<file path="config.mk">
export PLATFORM = sky130hd
export DESIGN_NAME = multicycle_control
export DESIGN_NICKNAME = d
export VERILOG_FILES = /design/src/rtl/mips_pkg.sv /design/src/rtl/multicycle_control.sv
export SDC_FILE = /design/constraint.sdc
export NUM_CORES = 1
export LEC_CHECK = 0
export ABC_AREA = 1
export CORE_UTILIZATION = 42
export DETAILED_ROUTE_END_ITERATION = 6
export MAX_ROUTING_LAYER = met4
export PLACE_DENSITY_LB_ADDON = 0.1
export REMOVE_ABC_BUFFERS = 1
export SLEW_MARGIN = 20
export SYNTH_ARGS = -nofsm -noshare
export SYNTH_HDL_FRONTEND = slang
export SYNTH_SLANG_ARGS = --single-unit
export TNS_END_PERCENT = 100
</file>
<file path="constraint.sdc">
create_clock -name clk -period 2 [get_ports clk]
set_input_delay 0.4 -clock clk [delete_from_list [all_inputs] [get_ports clk]]
set_output_delay 0.4 -clock clk [all_outputs]
set_load 0.02 [all_outputs]
</file>
<file path="src/rtl/mips_pkg.sv">
// mips_pkg: opcodes, FSM state encodings and datapath mux codes for the multi-cycle MIPS control.
// MC_ILLEGAL_TRAP_EN adds the S_TRAP state.
package mips_pkg;
  localparam int OPCODE_W = 6;
  localparam int STATE_W  = 4;
  localparam logic [5:0] OP_RTYPE = 6'h00;
  localparam logic [5:0] OP_JUMP  = 6'h02;
  localparam logic [5:0] OP_BEQ   = 6'h04;
  localparam logic [5:0] OP_BNE   = 6'h05;
  localparam logic [5:0] OP_ADDI  = 6'h08;
  localparam logic [5:0] OP_LW    = 6'h23;
  localparam logic [5:0] OP_SW    = 6'h2B;
  localparam logic [1:0] ALU_ADD   = 2'b00;
  localparam logic [1:0] ALU_SUB   = 2'b01;
  localparam logic [1:0] ALU_FUNCT = 2'b10;
  localparam logic [1:0] SRCB_B    = 2'b00;
  localparam logic [1:0] SRCB_4    = 2'b01;
  localparam logic [1:0] SRCB_IMM  = 2'b10;
  localparam logic [1:0] SRCB_BR   = 2'b11;
  localparam logic [1:0] PCS_ALU    = 2'b00;
  localparam logic [1:0] PCS_ALUOUT = 2'b01;
  localparam logic [1:0] PCS_JUMP   = 2'b10;
  typedef enum logic [STATE_W-1:0] {
    S_RESET     = 4'd0,
    S_FETCH     = 4'd1,
    S_DECODE    = 4'd2,
    S_R_EXEC    = 4'd3,
    S_R_WB      = 4'd4,
    S_ADDI_EXEC = 4'd5,
    S_ADDI_WB   = 4'd6,
    S_MEM_ADDR  = 4'd7,
    S_MEM_READ  = 4'd8,
    S_MEM_WB    = 4'd9,
    S_MEM_WRITE = 4'd10,
    S_BRANCH    = 4'd11,
`ifdef MC_ILLEGAL_TRAP_EN
    S_JUMP      = 4'd12,
    S_TRAP      = 4'd13
`else
    S_JUMP      = 4'd12
`endif
  } state_e;
endpackage

</file>
<file path="src/rtl/multicycle_control.sv">
// multicycle_control: multi-cycle MIPS control FSM sequencing the shared datapath, stalling on mem_ready.
// MC_ILLEGAL_TRAP_EN: unknown opcodes lock into S_TRAP instead of retiring as a NOP.
module multicycle_control
  import mips_pkg::*;
#(
  parameter int OPCODE_W = 6
) (
  input  logic                clk,
  input  logic                rst_n,
  input  logic [OPCODE_W-1:0] opcode,
  input  logic                mem_ready,
  output logic                pcWrite,
  output logic                pcWriteCond,
  output logic                branchNe,
  output logic                iorD,
  output logic                memRead,
  output logic                memWrite,
  output logic                irWrite,
  output logic                memToReg,
  output logic                regDest,
  output logic                regWrite,
  output logic                aluSrcA,
  output logic [1:0]          aluSrcB,
  output logic [1:0]          aluOp,
  output logic [1:0]          pcSource,
  output logic                instr_done,
  output logic                trap
);
  state_e state_q, state_d;
  logic   illegal;
  assign illegal = !(opcode inside {OP_RTYPE, OP_ADDI, OP_LW, OP_SW, OP_BEQ, OP_BNE, OP_JUMP});
  always_ff @(posedge clk or negedge rst_n)
    if (!rst_n) state_q <= S_RESET;
    else        state_q <= state_d;
  always_comb begin
    state_d = state_q;
    case (state_q)
      S_RESET:     state_d = S_FETCH;
      S_FETCH:     state_d = mem_ready ? S_DECODE : S_FETCH;
      S_DECODE:
        case (opcode)
          OP_RTYPE:      state_d = S_R_EXEC;
          OP_ADDI:       state_d = S_ADDI_EXEC;
          OP_LW, OP_SW:  state_d = S_MEM_ADDR;
          OP_BEQ, OP_BNE: state_d = S_BRANCH;
          OP_JUMP:       state_d = S_JUMP;
`ifdef MC_ILLEGAL_TRAP_EN
          default:       state_d = S_TRAP;
`else
          default:       state_d = S_FETCH;
`endif
        endcase
      S_R_EXEC:    state_d = S_R_WB;
      S_ADDI_EXEC: state_d = S_ADDI_WB;
      S_MEM_ADDR:  state_d = (opcode == OP_SW) ? S_MEM_WRITE : S_MEM_READ;
      S_MEM_READ:  state_d = mem_ready ? S_MEM_WB : S_MEM_READ;
      S_MEM_WRITE: state_d = mem_ready ? S_FETCH : S_MEM_WRITE;
      S_R_WB, S_ADDI_WB, S_MEM_WB, S_BRANCH, S_JUMP: state_d = S_FETCH;
`ifdef MC_ILLEGAL_TRAP_EN
      S_TRAP:      state_d = S_TRAP;
`endif
      default:     state_d = S_RESET;
    endcase
  end
  // S_RESET and any unlisted state fall through with every strobe low
  always_comb begin
    pcWrite     = 1'b0;
    pcWriteCond = 1'b0;
    branchNe    = 1'b0;
    iorD        = 1'b0;
    memRead     = 1'b0;
    memWrite    = 1'b0;
    irWrite     = 1'b0;
    memToReg    = 1'b0;
    regDest     = 1'b0;
    regWrite    = 1'b0;
    aluSrcA     = 1'b0;
    aluSrcB     = SRCB_B;
    aluOp       = ALU_ADD;
    pcSource    = PCS_ALU;
    instr_done  = 1'b0;
    case (state_q)
      S_FETCH: begin
        memRead = 1'b1;
        aluSrcB = SRCB_4;
        irWrite = mem_ready;
        pcWrite = mem_ready;
      end
      S_DECODE: begin
        aluSrcB = SRCB_BR;
`ifndef MC_ILLEGAL_TRAP_EN
        instr_done = illegal;
`endif
      end
      S_R_EXEC: begin
        aluSrcA = 1'b1;
        aluOp   = ALU_FUNCT;
      end
      S_R_WB: begin
        regDest    = 1'b1;
        regWrite   = 1'b1;
        instr_done = 1'b1;
      end
      S_ADDI_EXEC, S_MEM_ADDR: begin
        aluSrcA = 1'b1;
        aluSrcB = SRCB_IMM;
      end
      S_ADDI_WB: begin
        regWrite   = 1'b1;
        instr_done = 1'b1;
      end
      S_MEM_READ: begin
        memRead = 1'b1;
        iorD    = 1'b1;
      end
      S_MEM_WB: begin
        memToReg   = 1'b1;
        regWrite   = 1'b1;
        instr_done = 1'b1;
      end
      S_MEM_WRITE: begin
        memWrite   = 1'b1;
        iorD       = 1'b1;
        instr_done = mem_ready;
      end
      S_BRANCH: begin
        aluSrcA     = 1'b1;
        aluOp       = ALU_SUB;
        pcWriteCond = 1'b1;
        pcSource    = PCS_ALUOUT;
        branchNe    = (opcode == OP_BNE);
        instr_done  = 1'b1;
      end
      S_JUMP: begin
        pcWrite    = 1'b1;
        pcSource   = PCS_JUMP;
        instr_done = 1'b1;
      end
      default: ;
    endcase
  end
`ifdef MC_ILLEGAL_TRAP_EN
  assign trap = (state_q == S_TRAP);
`else
  assign trap = 1'b0;
`endif
endmodule
</file>
==> impl_metrics.csv, run 1 <==
group,metric,value,unit
sta,fin_crit,1.93,ns
finish,design_area,988,sq um
global_routing,grt_antenna_before_repair,0,
routing,num_vias,901,
sta,setup_tns,0,ns
setup_path,cp_top_family,"buffers and inverters",
global_routing,grt-ovfl-total,0,
yosys,synth_fa_ha_area_share,0,%
clocking,cts_setup_buffers,0,
yosys,synth_area,567,sq um
global_routing,grt_pass1_wl,3430,microns
placement,port_buffers,26,
die,core-area,1190,sq um
setup_path,cp.depth,8,
placement,dpl_cell_area,972,sq um
routing,viasPerCell,5.24,
setup_path,cp_num_buf_inv,3,
setup_path,path_max_fanout,3,
flow_run,timing.max_cap.violations,0,
die,die_y,38.7,microns
routing,antenna_left,0,
sta,period_share,96.7,%
setup_path,endpoint_kind,"primary output",
finish,fillers,82,
yosys,synthFlopType,"dfrtp_1",
sta,max_freq,517,MHz
routing,wl_per_cell,13.9,microns
yosys,synthMuxAreaShare,0,%
global_routing,grt_pass1_vias,775,
clocking,root_buffer,"clkbuf_4",
pwr,power,1.02,mW
finish,top_regs,"state_q: 4 flops",
yosys,synth_cell_types,14,
status,status,"complete, no violations",
sta,clock_skew,0.00768,ns
placement,gp_congestion,0.870,
clocking,holdBufCountCts,0,
clocking,h-tree-depth,1,
setup_path,crit_slowest_cell,"clkdlybuf4s50_1",
sta,drv_slew,0,
yosys,syn_inst,112,
clocking,clk_path_buf_depth,2,
yosys,yosysTopAreaCell,"nand2_1",
clocking,cts_tree,"done",
sta,hold_viol_final,0,
setup_path,cp.required,1.60,ns
die,ios,28,
yosys,ys_seq_area_share,17.7,%
setup_path,slowest_delay,0.50,ns
clocking,cts.sinks,4,
hold_path,hp-class,"input port to asynchronous set/reset pin",
setup_path,cp_cell_sequence,"clkdlybuf4s50_1, inv_1, nand3_1, nand2_1, nor2_1, nand2_1, nand2_1, buf_2",
setup_path,worstRegToRegCells,7,
yosys,synthTopCellsByArea,"nand2_1 23%, dfrtp_1 18%, nor2_1 17%",
clocking,insertion_delay,0.25,ns
routing,drc_errors,0,
die,std_cell_rows,12,
yosys,yosys_warnings,0,
die,start_util,47.8,%
setup_path,path_common_cell,"nand2_1",
yosys,netlist_top_cells_count,"34 x nand2_1, 25 x nor2_1, 13 x nand3_1",
setup_path,arrival,1.53,ns
finish,largest_register_ffs,4,
routing,drtPass1Iterations,4,
pwr,vdd_drop_max,789,uV
clocking,path_clk_slew,0.04,ns
sta,report.final.setup_viol,0,
yosys,synth_top_cell_area_share,22.5,%
routing,first_iter_violations,55,
global_routing,grt_max_degree,7,
yosys,synth_top_family_by_area,"simple AND/OR/NAND/NOR gates",
finish,layout-drive-gt1-share,29.7,%
pwr,power_density,1030,nW/um^2
yosys,synth-xor-area-share,0,%
yosys,synth-edff-count,0,
placement,hpwlAfterDp,1730,microns
clocking,cts_buffers,3,
finish,regArea,100,sq um
setup_path,crit_type,"input port to primary output",
finish,top_register,"state_q",
sta,rsz0062_at_grt,"yes",
finish,final_nets,169,
yosys,async_flop_share,100,%
yosys,synth_compound_area_share,4.42,%
finish,multiInputGateArea,392,sq um
yosys,synth_most_common_cell,"nand2_1",
yosys,yosys.area_share.simple,60.0,%
yosys,ys_ff_latch,4,
pwr,power_leakage,0.675,nW
yosys,syn_area_per_cell,5.06,sq um
die,fp.dieW,38.7,microns
global_routing,grt_use_total,36.2,%
setup_path,startpoint_type,"input port",
finish,antenna_cells,0,
die,die_area,1500,sq um
routing,wl,2400,microns
finish,synthToLayoutAreaGrowth,74.4,%
[power breakdown]
group	internal (mW)	switching (mW)	total, mW
combinational	0.291	0.458	0.748
clock	0.0677	0.0425	0.110
sequential	0.110	0.0478	0.158
total	0.469	0.548	1.02
[metal layers]
layer / up-vias / part of all wire (%) / track usage (%)
li1: 429 / - / -
met1: 417 / 39 / 43.8
met2: 51 / 51 / 58.3
met3: 4 / 8.5 / 6.36
met4: 0 / 1.4 / 16.4
met5: - / 0 / -
[cell families after synthesis]
logic type	count (synthesis)
and+or+nand+nor	79
AOI/OAI and AO/OA	5
DFF	4
other	1
buffers and inverters	23
[worst paths after layout]
path | from | endpoint | slack [ns]
max in group asynchronous | rst_n | state_q[0] | 1.49
min reg2reg | state_q[2] | state_q[0] | 0.82
min in group clk | opcode[0] | state_q[0] | 0.79
max | opcode[1] | instr_done | 0.07
max reg2reg | state_q[1] | state_q[0] | 0.69
min | rst_n | state_q[2] | 0.35
[final cells by class]
type	instances	share of cell area, %
clock buffer	3	2.28
timing repair buffer	46	38.6
sequential	4	10.1
inverter	20	7.59
tap	14	1.77
multi-input combinational	85	39.6
[per-stage QoR]
stage	util, %	cells	setup slack [ns]	hold WS [ns]
3_3_place_gp	82.0	169	-0.355	0.604
5_1_grt	83.3	172	-0.0252	0.357
2_1_floorplan	-	109	-0.209	0.104
6_report	83.3	172	0.0664	0.345
3_5_place_dp	82.0	169	-0.402	0.612
4_1_cts	82.2	172	0.0221	0.351
[cell usage in the layout, fill, tap and decap left out, drive strengths merged]
cell            n
conb            1
nand3          13
clkdlybuf4s50   3
dlygate4sd2    13
buf            22
dfrtp           4
nand2          36
dlymetal6s2s    5
o21ai           3
a21oi           2
inv            20
nand4           1
nor2           29
clkbuf          6
[repair_timing]
| action | in CTS | in global routing |
|---|---|---|
| gates resized for setup | 27 | 16 |
| hold endpoints to repair | 0 | 0 |
| setup endpoints to repair | 17 | 5 |
| pin swaps | 1 | 1 |
Note: power is estimated with default switching activity, not from simulation.
==> run 2: changes to the inputs <==
- PLACE_DENSITY: not set -> 0.83
- PLACE_DENSITY_LB_ADDON: 0.1 -> not set
==> run 2 against run 1 <==
Critical path depth down 3; global-route usage shrank 6.2 points; first-iteration DRC count shrank 65%.
==> impl_metrics.csv, run 2 (synthesis gave the netlist of run 1 again) <==
group,metric,value,unit
sta,rsz0062_at_grt,"yes",
die,start_util,47.8,%
pwr,power_leakage,0.637,nW
finish,layout-drive-gt1-share,25.7,%
sta,fin_hold_ws,0.362,ns
routing,num_vias,819,
finish,largest_register_ffs,4,
finish,multiInputGateArea,384,sq um
sta,drv_slew,0,
sta,max_freq,511,MHz
global_routing,grt_max_degree,7,
global_routing,grt_pass1_wl,2970,microns
setup_path,r2r-end,"state_q[1]",
status,status,"complete, no violations",
setup_path,cp_cell_sequence,"clkdlybuf4s50_1, nor2_2, nand3_2, nor2_1, clkdlybuf4s15_2",
sta,hold_viol_final,0,
placement,dpl_cell_area,927,sq um
die,ios,28,
setup_path,r2r-start,"state_q[3]",
clocking,h-tree-depth,1,
routing,viasPerCell,4.93,
setup_path,rrSetupSlack,0.76,ns
clocking,cts.sinks,4,
die,core-area,1190,sq um
placement,hpwlAfterDp,1480,microns
clocking,path_clk_slew,0.05,ns
finish,synthToLayoutAreaGrowth,68.4,%
routing,drtPass1Iterations,4,
setup_path,startpoint_type,"input port",
setup_path,startpoint,"opcode[5]",
finish,regArea,101,sq um
setup_path,slowest_delay,0.44,ns
routing,first_iter_violations,19,
flow_run,timing.max_cap.violations,0,
global_routing,grt_use_total,30.0,%
placement,place_inst,163,
setup_path,arrival,1.56,ns
global_routing,grt-ovfl-total,0,
setup_path,cp_top_family,"buffers and inverters",
clocking,holdBufCountCts,0,
sta,period_share,97.8,%
sta,fin_crit,1.96,ns
clocking,cts_setup_buffers,0,
finish,finalNonFillerCells,166,
routing,wl_per_cell,11.4,microns
die,std_cell_rows,12,
die,die_y,38.7,microns
setup_path,endpoint_kind,"primary output",
finish,antenna_cells,0,
global_routing,grt_pass1_vias,762,
routing,wl,1890,microns
pwr,vdd_drop_max,570,uV
die,fp.dieW,38.7,microns
setup_path,worstRegToRegCells,7,
finish,fillers,92,
setup_path,cp.required,1.60,ns
hold_path,hp-class,"input port to asynchronous set/reset pin",
finish,top_register,"state_q",
finish,top_regs,"state_q: 4 flops",
routing,drc_errors,0,
pwr,power_density,1020,nW/um^2
finish,final_common_cell,"nand2_1",
clocking,clk_path_buf_depth,2,
routing,antenna_left,0,
setup_path,path_max_fanout,4,
finish,mostFrequentLayoutCells,"34 x nand2_1, 21 x nor2_1, 14 x dlygate4sd2_1, 14 x buf_4",
global_routing,grt_antenna_before_repair,0,
clocking,cts_buffers,3,
die,die_area,1500,sq um
clocking,root_buffer,"clkbuf_4",
placement,gp_congestion,0.857,
clocking,cts_tree,"done",
finish,design_area,955,sq um
setup_path,cp_num_buf_inv,2,
finish,final_nets,163,
sta,report.final.setup_viol,0,
pwr,power,976,uW
placement,port_buffers,26,
clocking,insertion_delay,0.25,ns
setup_path,crit_slowest_cell,"clkdlybuf4s50_1",
setup_path,crit_type,"input port to primary output",
sta,clock_skew,0.0130,ns
==> run 2: cell types whose count changed in the layout (fill, tap and decap cells not counted), sizes merged <==
cell,before,now
buf,22,14
clkdlybuf4s15,0,2
dlymetal6s2s,5,4
clkbuf,6,4
clkdlybuf4s50,3,5
dlygate4sd2,13,14
==> run 2: area by class of cell <==
| cell class | instances | share of cell area [%] |
|---|---|---|
| timing repair buffer | 40 | 37.1 |
| inverter | 20 | 7.86 |
| multi-input combinational | 85 | 40.2 |
| tap | 14 | 1.83 |
| clock buffer | 3 | 2.36 |
| sequential | 4 | 10.6 |
==> run 2: report_power, final <==
group | leakage (nW) | internal (mW) | switching [mW]
registers | 0.0504 | 0.112 | 0.0487
logic | 0.573 | 0.259 | 0.445
clock network | 0.0138 | 0.0679 | 0.0440
total | 0.637 | 0.438 | 0.538
==> run 2: repair_timing <==
| action | 4_1_cts | 5_1_grt |
|---|---|---|
| endpoints found under the hold margin | 0 | 0 |
| setup endpoints to repair | 17 | 4 |
| resized for setup | 22 | 10 |
==> run 2: worst max path at each step <==
| stage | endpoint | slack, ns | cells past startpoint |
|---|---|---|---|
| finish | branchNe | 0.04 | 5 |
| global route | instr_done | -0.03 | 8 |
| CTS | instr_done | -0.11 | 8 |
| detailed placement | instr_done | -0.38 | 8 |
| global placement | instr_done | -0.35 | 8 |
| floorplan | branchNe | -0.21 | 4 |
==> run 2: stage by stage <==
stage	utilization, %	TNS, ns	setup slack [ns]
after global placement	78.2	-0.936	-0.355
after detailed placement	78.2	-0.999	-0.382
after floorplan	-	-0.209	-0.209
after global routing	80.5	-0.0531	-0.0295
final	80.5	0	0.0437
after CTS	79.0	-0.107	-0.107
==> run 2: per-layer routing <==
layer	wire [microns]	GRT usage, %
met4	19	10.3
met2	1040	58.3
met1	725	28.4
met5	0	-
met3	103	6.36
==> run 3: changes to the inputs <==
- CORE_ASPECT_RATIO: not set -> 1.4
- CORE_UTILIZATION: 42 -> 25
- PLACE_DENSITY: 0.83 -> not set
==> run 3 against run 2 <==
Register-to-register slack got worse by 0.05 ns; sequential power shrank 3%; power up 4.5%; setup slack improved by 0.0017 ns; via count is 1.8% lower; first-iteration DRC count shrank 5.3%; wire length decreased by 8.3%; die area up 64%; final cell count rose by 8.4%.
==> impl_metrics.csv, run 3 (synthesis gave the netlist of run 1 again) <==
group,metric,value,unit
global_routing,grt_use_total,14.6,%
hold_path,hp-class,"input port to asynchronous set/reset pin",
routing,wl,1730,microns
placement,port_buffers,26,
setup_path,endpoint_kind,"primary output",
sta,fin_crit,1.95,ns
finish,antenna_cells,0,
routing,drtPass1Iterations,4,
clocking,insertion_delay,0.22,ns
die,die_area,2460,sq um
status,status,"complete, no violations",
finish,final_common_cell,"nand2_1",
finish,largest_register_ffs,4,
global_routing,grt_pass1_vias,720,
finish,top_regs,"state_q: 4 flops",
setup_path,endpoint,"instr_done",
global_routing,grt_antenna_before_repair,0,
routing,num_vias,804,
clocking,clk_path_buf_depth,2,
pwr,vdd_drop_max,377,uV
setup_path,cp.required,1.60,ns
setup_path,arrival,1.55,ns
global_routing,grt_pass1_wl,2840,microns
global_routing,grt_max_degree,7,
routing,wl_per_cell,9.61,microns
routing,viasPerCell,4.47,
die,die_y,58.3,microns
finish,mostFrequentLayoutCells,"34 x nand2_1, 23 x nor2_1, 20 x buf_4",
sta,clock_skew,0.0000709,ns
placement,gp_congestion,0.838,
die,core-area,2150,sq um
finish,final_nets,169,
clocking,cts.sinks,4,
sta,drv_slew,0,
routing,drc_errors,0,
pwr,power_leakage,0.635,nW
clocking,h-tree-depth,1,
routing,first_iter_violations,18,
sta,period_share,97.7,%
sta,report.final.setup_viol,0,
sta,rsz0062_at_grt,"yes",
finish,synthToLayoutAreaGrowth,74.4,%
sta,hold_viol_final,0,
setup_path,worstRegToRegCells,7,
setup_path,startpoint,"opcode[3]",
setup_path,r2r-end,"state_q[1]",
die,start_util,26.3,%
die,std_cell_rows,20,
clocking,path_clk_slew,0.04,ns
finish,design_area,988,sq um
setup_path,startpoint_type,"input port",
setup_path,r2r-start,"state_q[1]",
setup_path,rrSetupSlack,0.71,ns
die,fp.dieW,42.2,microns
finish,layout-drive-gt1-share,27.2,%
clocking,cts_buffers,3,
placement,dpl_cell_area,982,sq um
die,ios,28,
routing,antenna_left,0,
clocking,root_buffer,"clkbuf_4",
pwr,power_density,1030,nW/um^2
finish,top_register,"state_q",
sta,max_freq,512,MHz
global_routing,grt-ovfl-total,0,
setup_path,crit_type,"input port to primary output",
placement,hpwlAfterDp,1440,microns
sta,setup_tns,0,ns
flow_run,timing.max_cap.violations,0,
clocking,cts_tree,"done",
setup_path,path_max_fanout,3,
[run 3: cell type report]
cell class                      instances  area [sq um]
Tap cell                               22          27.5
Multi-Input combinational cell         85           379
Fill cell                             238          1160
Inverter                               20          75.1
Sequential cell                         4           100
Timing Repair Buffer                   46           384
Clock buffer                            3          22.5
[run 3: through the flow]
| stage | power (mW) | setup WS [ns] | hold WS (ns) | cells | util (%) |
|---|---|---|---|---|---|
| 3_5_place_dp | 0.990 | -0.362 | 0.612 | 177 | 45.6 |
| 6_report | 1.02 | 0.0454 | 0.371 | 180 | 45.9 |
| 5_1_grt | 1.11 | -0.0697 | 0.385 | 180 | 45.9 |
| 4_1_cts | 1.02 | -0.134 | 0.371 | 180 | 45.9 |
| 3_3_place_gp | 0.988 | -0.342 | 0.609 | 177 | 45.6 |
| 2_1_floorplan | 0.582 | -0.209 | 0.104 | 109 | - |
[run 3: critical path, cell delays in order]
cell	delay [ns]
clkdlybuf4s50_1	0.50
inv_1	0.05
nor2_1	0.12
nand3_1	0.12
nand2_1	0.09
nor2_1	0.04
nand2_1	0.05
nand2_1	0.04
clkbuf_2	0.15
[run 3: worst min-delay path by stage]
stage / slack, ns / cells past startpoint / end
2_1_floorplan: 0.10 / 0 / state_q[0]
3_3_place_gp: 0.61 / 1 / state_q[0]
3_5_place_dp: 0.61 / 1 / state_q[0]
4_1_cts: 0.37 / 1 / state_q[0]
5_1_grt: 0.38 / 1 / state_q[0]
6_report: 0.37 / 1 / state_q[1]
[run 3: what timing repair did]
| item | CTS | global route |
|---|---|---|
| gates resized for setup | 20 | 10 |
| hold buffers | 0 | 0 |
| buffers inserted | 0 | 0 |
| endpoints found under the setup margin | 17 | 7 |
[run 3: power by group]
part / total (mW) / internal, mW / switching, mW
Clock: 0.0945 / 0.0668 / 0.0277
Combinational: 0.770 / 0.323 / 0.447
Sequential: 0.156 / 0.110 / 0.0458
[run 3: layer usage]
metal | share of wire [%] | global-route usage, %
met5 | 0 | -
met4 | 3.1 | 5.80
met3 | 3.4 | 0.307
met2 | 51 | 26.6
met1 | 42 | 16.7
